==> config.mk <==
export PLATFORM = sky130hd
export DESIGN_NAME = upower_fetch_unit
export DESIGN_NICKNAME = d
export VERILOG_FILES = /design/src/rtl/upower_pkg.sv /design/src/rtl/upower_fetch_unit.sv
export SDC_FILE = /design/constraint.sdc
export NUM_CORES = 1
export LEC_CHECK = 0
export ABC_CLOCK_PERIOD_IN_PS = 5000
export CORE_UTILIZATION = 35
export DETAILED_ROUTE_END_ITERATION = 8
export DONT_BUFFER_PORTS = 1
export GPL_TIMING_DRIVEN = 0
export PLACE_DENSITY = 0.5
export SETUP_SLACK_MARGIN = 0.05
export SLEW_MARGIN = 20
export SYNTH_ARGS = -nofsm -noshare
export SYNTH_HDL_FRONTEND = slang
export SYNTH_SLANG_ARGS = --single-unit
==> constraint.sdc <==
create_clock -name clk -period 5 [get_ports clk]
set_input_delay 0.75 -clock clk [delete_from_list [all_inputs] [get_ports clk]]
set_output_delay 0.75 -clock clk [all_outputs]
set_load 0.01 [all_outputs]
==> src/rtl/upower_pkg.sv <==
// Shared uPower datapath definitions: widths, fetch FSM states and the NOP encoding.
package upower_pkg;

    localparam int unsigned INSTR_WIDTH      = 32;
    localparam int unsigned PC_WIDTH_DEFAULT = 32;

    typedef enum logic [1:0] {
        RUN   = 2'd0,
        DONE  = 2'd1,
        FAULT = 2'd2
    } fetch_state_t;

    localparam logic [INSTR_WIDTH-1:0] NOP_INSTR = 32'h6000_0000;

endpackage

==> src/rtl/upower_fetch_unit.sv <==
// uPower instruction-fetch stage: PC register, next-PC selection and the IF/ID
// output register with valid/ready handshake, redirect flush and fault trapping.
module upower_fetch_unit
    import upower_pkg::*;
#(
    parameter int unsigned PC_WIDTH  = PC_WIDTH_DEFAULT,
    parameter int unsigned NUM_INSTR = 6,
    parameter int unsigned RESET_PC  = 0
) (
    input  logic                   clk,
    input  logic                   rst_n,
    output logic [PC_WIDTH-1:0]    imem_addr,
    input  logic [INSTR_WIDTH-1:0] imem_data,
    input  logic                   redirect_valid,
    input  logic [PC_WIDTH-1:0]    redirect_target,
    output logic                   if_valid,
    input  logic                   if_ready,
    output logic [INSTR_WIDTH-1:0] if_instr,
    output logic [PC_WIDTH-1:0]    if_pc,
    output logic                   done,
    output logic                   fault
);

    localparam int unsigned EXT_WIDTH = PC_WIDTH + 1;

    fetch_state_t        state;
    logic [PC_WIDTH-1:0] pc;
    logic [PC_WIDTH:0]   pc_inc;
    logic                accept;
    logic                last_instr;
    logic                target_ok;

    // Extra bit on the increment so the end-of-program compare never aliases on wrap.
    assign pc_inc     = {1'b0, pc} + EXT_WIDTH'(1);
    assign last_instr = (pc_inc == EXT_WIDTH'(NUM_INSTR));
    assign target_ok  = ({1'b0, redirect_target} < EXT_WIDTH'(NUM_INSTR));
    assign accept     = !if_valid || if_ready;

    assign imem_addr = pc;
    assign done      = (state == DONE) && !if_valid;
    assign fault     = (state == FAULT);

    // Fetch FSM and IF/ID register; redirect outranks capture, stall and drain.
    always_ff @(posedge clk or negedge rst_n) begin
        if (!rst_n) begin
            state    <= RUN;
            pc       <= PC_WIDTH'(RESET_PC);
            if_valid <= 1'b0;
            if_instr <= '0;
            if_pc    <= '0;
        end else if (state == FAULT) begin
            if_valid <= 1'b0;
        end else if (redirect_valid) begin
            if_valid <= 1'b0;
            if (target_ok) begin
                pc    <= redirect_target;
                state <= RUN;
            end else begin
                state <= FAULT;
            end
        end else if (state == RUN) begin
            if (accept) begin
                if_instr <= imem_data;
                if_pc    <= pc;
                if_valid <= 1'b1;
                pc       <= pc_inc[PC_WIDTH-1:0];
                if (last_instr) begin
                    state <= DONE;
                end
            end
        end else if (state == DONE) begin
            if (if_valid && if_ready) begin
                if_valid <= 1'b0;
            end
        end else begin
            // Unused encoding: trap rather than fetch from an unknown state.
            if_valid <= 1'b0;
            state    <= FAULT;
        end
    end

endmodule

==> reports/summary.log, run 1 <==
[pwr] power density over cell area 280 nW/um2
[timing] setup repair after global routing missed its margin false
[critical_path] start-to-end type of the worst setup path flop to flop
[placed_design] final weighted congestion of routability-driven global placement 0.846
[drt] vias after detailed routing 3961
[timing] number of max-slew violations in the final report 0
[floorplan] number of core rows 44
[clock_network] hold_buf cts 0
[critical_path] R2R Path End state[0]
[clock_network] count of instances resized after the clock tree is built 0
[timing] final worst-path setup slack 2230 ps
[global_routing] met3 track demand over resource in global routing 0.0678
[flow_run] max-cap check violation count 0
[cells_and_area] Post-Layout Inst Area 5730 um2
[cells_and_area] layout cell share with drive strength beyond 1 0.230
[floorplan] total die area 15300 um2
[global_routing] overall fraction of global-route tracks in use 0.191
[clock_network] Sink Count 99
[global_routing] global-route layer with the greatest usage met2
[timing] fmax 361 MHz
[synthesis] cell types with the largest area share after synthesis sky130_fd_sc_hd__dfrtp_1, sky130_fd_sc_hd__mux2_2, sky130_fd_sc_hd__o21ai_0
[placed_design] DP Worst Slack 1910 ps
[synthesis] cell types with the highest counts after synthesis sky130_fd_sc_hd__dfrtp_1, sky130_fd_sc_hd__mux2_2, sky130_fd_sc_hd__o21ai_0
[synthesis] Synth Flop Type sky130_fd_sc_hd__dfrtp_1
[clock_network] post-CTS repair timing setup buffer count 0
[synthesis] Seq cells post-synth 99
[clock_network] Clock Tree Buf Depth 2
[synthesis] largest area contributor in the synthesized netlist sky130_fd_sc_hd__dfrtp_1
[synthesis] number of enable-type register cells in the synthesized netlist 0
[pwr] Pleak 2.47 nW
[critical_path] CP Max Fanout 10
[synthesis] async set or reset register ratio after synthesis 1.00
[floorplan] Initial Utilization 0.359
[drt] routed wire length 14.3 mm
[hold_path] type of the worst min-delay path input pin to async pin
[synthesis] area fraction of the dominant cell type after synthesis 0.477
[timing] normalized max-slew margin 0.486
[placed_design] total half-perimeter wirelength after legalization and detailed placement 10.2 mm
[cells_and_area] layout overhead on the synthesized area 10.4%
[clock_network] TritonCTS clock tree done
[critical_path] startpoint type of the worst setup path flop
[pwr] total net switching power 0.000365 W
[cells_and_area] Filler cells 1401
[pwr] Worst VDD drop 0.140 mV
[placed_design] placed instance area 5420 um2
[clock_network] H-tree depth reported by CTS 3
[pwr] net switching share of the total power 0.228
[synthesis] netlist area before placement 5190 um2
[clock_network] clock root buffer master sky130_fd_sc_hd__clkbuf_16
[pwr] sequential cell fraction of total power 0.518
[synthesis] YS warnings 0
[pwr] internal power consumption 0.00124 W
[critical_path] Worst Path Required 5300 ps
[placed_design] number of port buffers 0
[global_routing] maximum number of pins on one net before global-route repair 100
[outcome] status completed
[critical_path] crit path capture type flop
[floorplan] Core Area 14500 um2
[drt] detailed-route DRC error count 0
[critical_path] arrival time of the worst setup path 3070 ps
[cells_and_area] number of antenna cells inserted 0
[floorplan] Die X-Extent 124 um
[drt] number of iterations in the first detailed-routing pass 5
[clock_network] CTS Buf Count 9
[timing] TNS Setup 0 ps
[floorplan] die extent in y 124 um
[drt] DRT iter0 DRCs 257
[critical_path] reg2reg start imem_addr[0]
[synthesis] dominant cell by count in the synthesized netlist sky130_fd_sc_hd__dfrtp_1
[timing] clock skew 10.8 ps
[timing] part of the cycle the worst path needs 0.553
[cells_and_area] area of the multi-input gates 2410 um2
[clock_network] worst-skew pair later-pin latency 360 ps
[cells_and_area] Reg area 2480 um2
[timing] number of setup violations in the final report 0
[clock_network] clock transition at the register clock pins on the worst setup and hold paths after CTS 80 ps
[global_routing] vias in the first global route 3892
[drt] average wire per cell in the routed design 20.7 um
[cells_and_area] final layout net count 574
[floorplan] number of top-level pins 167
[synthesis] Mapped Nets 563
[synthesis] instance count of the mapped netlist 493
[synthesis] count of different cell masters after synthesis 63
[global_routing] gr ovfl total 0
[global_routing] grt met1 use 0.244
[synthesis] share of synthesized area occupied by flip-flops and latches 0.477
[drt] drt via density 5.72
[global_routing] wire length of the first global-routing pass 21.6 mm
[synthesis] syn_area_per_cell 10.5 um2
[critical_path] Register-to-Register Setup Slack 2230 ps
[timing] final critical-path required period 2770 ps
[timing] count of endpoints failing hold in the final timing report 0
[drt] Final ANT Viol Nets 0
[timing] actual transition at the worst max-transition pin 769 ps
[global_routing] antenna violations before repair 0
[global_routing] GR Layer Usage met2 0.293
[pwr] relative contribution of the clock network to total power 0.459
[pwr] fraction of power consumed by combinational cells 0.023
[critical_path] depth of the worst register-to-register path 10
## critical path, cell delays in order (launching register included)
cell and delay (ps):
sky130_fd_sc_hd__dfrtp_1 540, sky130_fd_sc_hd__ha_1 200, sky130_fd_sc_hd__buf_2 170, sky130_fd_sc_hd__and4_4 280, sky130_fd_sc_hd__and4_1 220, sky130_fd_sc_hd__buf_6 150, sky130_fd_sc_hd__nand4_1 160, sky130_fd_sc_hd__xor2_1 310
sky130_fd_sc_hd__nand4_1 150, sky130_fd_sc_hd__nor4_1 350, sky130_fd_sc_hd__a22o_1 170
## routing by layer
metal / share of wire / wire length, um
met4: 0.020 / 287
met3: 0.094 / 1350
met1: 0.43 / 6100
met5: 0 / 0
met2: 0.46 / 6600
## flip-flops by register name, indices dropped and copies added, names as in the netlist
signal,cells
if_instr,32
if_pc,32
if_valid,1
imem_addr,32
state,2
## cells in the final DEF (no fill, tap or decap), types with 3 or more instances in the layout
| cell type | n |
|---|---|
| sky130_fd_sc_hd__xor2_1 | 3 |
| sky130_fd_sc_hd__clkbuf_1 | 24 |
| sky130_fd_sc_hd__nor4_1 | 11 |
| sky130_fd_sc_hd__dfrtp_1 | 99 |
| sky130_fd_sc_hd__nand4_1 | 16 |
| sky130_fd_sc_hd__a21oi_1 | 26 |
| sky130_fd_sc_hd__nand3_1 | 13 |
| sky130_fd_sc_hd__nor2_1 | 34 |
| sky130_fd_sc_hd__buf_4 | 4 |
| sky130_fd_sc_hd__inv_1 | 4 |
| sky130_fd_sc_hd__mux2i_1 | 7 |
| sky130_fd_sc_hd__clkbuf_16 | 9 |
| sky130_fd_sc_hd__buf_6 | 6 |
| sky130_fd_sc_hd__and2_1 | 4 |
| sky130_fd_sc_hd__xnor2_1 | 4 |
| sky130_fd_sc_hd__buf_2 | 3 |
| sky130_fd_sc_hd__and3_2 | 3 |
| sky130_fd_sc_hd__clkinvlp_4 | 3 |
| sky130_fd_sc_hd__nor3_1 | 18 |
| sky130_fd_sc_hd__nor3b_1 | 5 |
| sky130_fd_sc_hd__nand2_1 | 32 |
| sky130_fd_sc_hd__and3_1 | 5 |
| sky130_fd_sc_hd__a22oi_1 | 5 |
| sky130_fd_sc_hd__o21ai_0 | 47 |
| sky130_fd_sc_hd__clkbuf_8 | 7 |
| sky130_fd_sc_hd__mux2_2 | 64 |
## through the flow
step	hold slack, ps	instances	util	total power (W)
floorplan	454	493	-	0.000873
global placement	457	677	0.375	0.000882
detailed placement	456	677	0.375	0.000883
CTS	66.5	693	0.396	0.00163
global route	62.0	693	0.396	0.00166
finish	84.9	693	0.396	0.00160
## layout make-up
type | instances | share of cell area
clock inverters | 6 | 0.0127
clock buffers | 10 | 0.0417
well taps | 184 | 0.0401
inverters | 4 | 0.00262
flip-flops and latches | 99 | 0.432
multi-input cells | 347 | 0.421
plain buffers | 43 | 0.0497
## how the worst max path moves through the flow
stage | start | to | slack [ps] | cells past startpoint
finish | imem_addr[0] | state[0] | 2230 | 10
global route | imem_addr[0] | state[0] | 2050 | 10
CTS | imem_addr[0] | state[0] | 2230 | 10
detailed placement | redirect_valid | if_instr[25] | 1910 | 6
global placement | redirect_valid | if_instr[29] | 1970 | 6
floorplan | imem_addr[0] | state[0] | 2680 | 10
## kinds of logic after synthesis
family,share of synthesized area
mux,0.158
compound gates,0.119
fa+ha+maj,0.00482
buf+inv,0.0578
xor+xnor,0.0118
flops,0.477
simple gates,0.171
## power groups by stage
| stage | logic (W) | clock network, W | registers, W |
|---|---|---|---|
| detailed placement | 0.0000375 | 0 | 0.000846 |
| global placement | 0.0000362 | 0 | 0.000846 |
| finish | 0.0000375 | 0.000737 | 0.000831 |
| floorplan | 0.0000295 | 0 | 0.000843 |
| CTS | 0.0000374 | 0.000762 | 0.000831 |
| global route | 0.0000413 | 0.000788 | 0.000832 |
Power figures use the tool's default switching activity.
==> inputs of run 2 (changes only) <==
- ABC_CLOCK_PERIOD_IN_PS: 5000 -> 2570
- clock period: 5 -> 2.57 ns (I/O delays scaled with it)
==> reports/summary.log, run 2 (synthesis gave the netlist of run 1 again) <==
[global_routing] antenna violations before repair 0
[timing] fmax 407 MHz
[floorplan] number of top-level pins 167
[critical_path] crit path capture type flop
[floorplan] Initial Utilization 0.359
[placed_design] final weighted congestion of routability-driven global placement 0.846
[cells_and_area] most frequent standard cell in the layout excluding fill and tap cells sky130_fd_sc_hd__dfrtp_1
[placed_design] total half-perimeter wirelength after legalization and detailed placement 10.2 mm
[critical_path] CP Max Fanout 10
[clock_network] TritonCTS clock tree done
[critical_path] arrival time of the worst setup path 2760 ps
[critical_path] start-to-end type of the worst setup path flop to flop
[cells_and_area] final cell utilization of the core 0.401
[placed_design] placed instance area 5420 um2
[pwr] Pleak 2.48 nW
[global_routing] gr ovfl total 0
[drt] number of iterations in the first detailed-routing pass 4
[pwr] Worst VDD drop 0.272 mV
[global_routing] overall fraction of global-route tracks in use 0.191
[clock_network] worst-skew pair later-pin latency 360 ps
[clock_network] Clock Tree Buf Depth 2
[critical_path] reg2reg start imem_addr[0]
[global_routing] wire length of the first global-routing pass 21.6 mm
[timing] final critical-path required period 2460 ps
[timing] normalized max-slew margin 0.564
[clock_network] clock root buffer master sky130_fd_sc_hd__clkbuf_16
[placed_design] number of port buffers 0
[drt] DR WL met2 6.64 mm
[cells_and_area] Filler cells 1404
[drt] vias after detailed routing 3995
[floorplan] total die area 15300 um2
[critical_path] Register-to-Register Setup Slack 110 ps
[pwr] power density over cell area 537 nW/um2
[drt] average wire per cell in the routed design 20.8 um
[drt] detailed-route DRC error count 0
[outcome] failing checks hold timing
[floorplan] die extent in y 124 um
[clock_network] clock transition at the register clock pins on the worst setup and hold paths after CTS 80 ps
[critical_path] critical path launch point imem_addr[0]
[cells_and_area] area of the multi-input gates 2460 um2
[timing] count of endpoints failing hold in the final timing report 99
[critical_path] R2R Path End state[0]
[global_routing] maximum number of pins on one net before global-route repair 100
[pwr] Power Total 0.00312 W
[clock_network] Sink Count 99
[clock_network] H-tree depth reported by CTS 3
[timing] clock skew 10.3 ps
[drt] met1 layer wirelength in the final routing 6.00 mm
[drt] drt via density 5.74
[critical_path] startpoint type of the worst setup path flop
[drt] DRT iter0 DRCs 215
[flow_run] max-cap check violation count 0
[timing] number of max-slew violations in the final report 0
[drt] routed wire length 14.5 mm
[critical_path] depth of the worst register-to-register path 10
[floorplan] Die X-Extent 124 um
[drt] Met3 Wirelength 1.50 mm
[floorplan] Core Area 14500 um2
[drt] Top Layer Used met4
[cells_and_area] layout overhead on the synthesized area 11.9%
[cells_and_area] number of antenna cells inserted 0
[cells_and_area] Post-Layout Inst Area 5810 um2
[global_routing] vias in the first global route 3901
[timing] number of setup violations in the final report 0
[cells_and_area] commonest non-fill, non-tap cells in the layout sky130_fd_sc_hd__dfrtp_1, sky130_fd_sc_hd__mux2_2, sky130_fd_sc_hd__o21ai_0, sky130_fd_sc_hd__nor2_1, sky130_fd_sc_hd__nand2_1
[hold_path] type of the worst min-delay path input pin to async pin
[timing] part of the cycle the worst path needs 0.957
[drt] Final ANT Viol Nets 0
[timing] actual transition at the worst max-transition pin 654 ps
[cells_and_area] layout cell share with drive strength beyond 1 0.258
[timing] final hold slack -280 ps
[floorplan] number of core rows 44
[cells_and_area] number of standard cells in the layout, taps in and fillers out 696
[timing] setup repair after global routing missed its margin true
[critical_path] Worst Path Required 2870 ps
[outcome] status finished, violations left
[clock_network] CTS Buf Count 9
[placed_design] number of placed instances, taps included 677
[cells_and_area] Reg area 2480 um2
[cells_and_area] final layout net count 577
run 2: area by class of cell:
class,instances,area share
buffer,43,0.0497
clock buffer,10,0.0411
clock inverter,6,0.0125
inverter,4,0.00258
multi-input combinational,347,0.423
sequential,99,0.427
tap,184,0.0396
timing repair buffer,3,0.00388
run 2: through the flow:
step                setup slack (ps)  setup TNS [ps]
finish                           110               0
floorplan                        251               0
global route                   -53.5           -53.5
detailed placement              -186           -1920
global placement                -165            -985
CTS                             5.26               0
run 2: worst max-delay path by stage:
stage / endpoint / slack, ps / cells past startpoint
finish: state[0] / 110 / 10
global route: state[0] / -50 / 8
CTS: state[0] / 5 / 10
detailed placement: state[0] / -190 / 10
global placement: state[0] / -170 / 10
floorplan: state[0] / 250 / 10
run 2: metal layers:
layer  vias to the layer above  track usage
met1                      1986        0.246
li1                       1822            -
met4                         0       0.0813
met2                       168        0.292
met3                        19       0.0650
met5                         -            0
run 2: where the power goes:
part / internal, W / switching, W / leakage (nW)
logic: 0.0000356 / 0.0000380 / 1.02
registers: 0.00158 / 0.0000327 / 1.32
clock network: 0.000792 / 0.000638 / 0.143
total: 0.00241 / 0.000709 / 2.48
run 2: what timing repair did:
action | 4_1_cts | 5_1_grt
hold endpoints to repair | 99 | 99
pin swaps | 1 | 10
resized for setup | 5 | 11
endpoints found under the setup margin | 10 | 10
buffers inserted | 0 | 3
run 2: critical path, cell delays in order, from the launching register on:
cell and delay [ps]:
sky130_fd_sc_hd__dfrtp_2 490, sky130_fd_sc_hd__ha_4 180, sky130_fd_sc_hd__buf_4 150, sky130_fd_sc_hd__and4_4 200
sky130_fd_sc_hd__and4_1 210, sky130_fd_sc_hd__buf_6 140, sky130_fd_sc_hd__a211o_1 270, sky130_fd_sc_hd__a22oi_2 150
sky130_fd_sc_hd__o211ai_1 140, sky130_fd_sc_hd__nor4_2 290, sky130_fd_sc_hd__a22o_1 160
==> inputs of run 3 (changes only) <==
- TNS_END_PERCENT: not set -> 10
==> results of run 3 <==
Same layout as run 2: the final DEF is identical, and so are final timing and power.
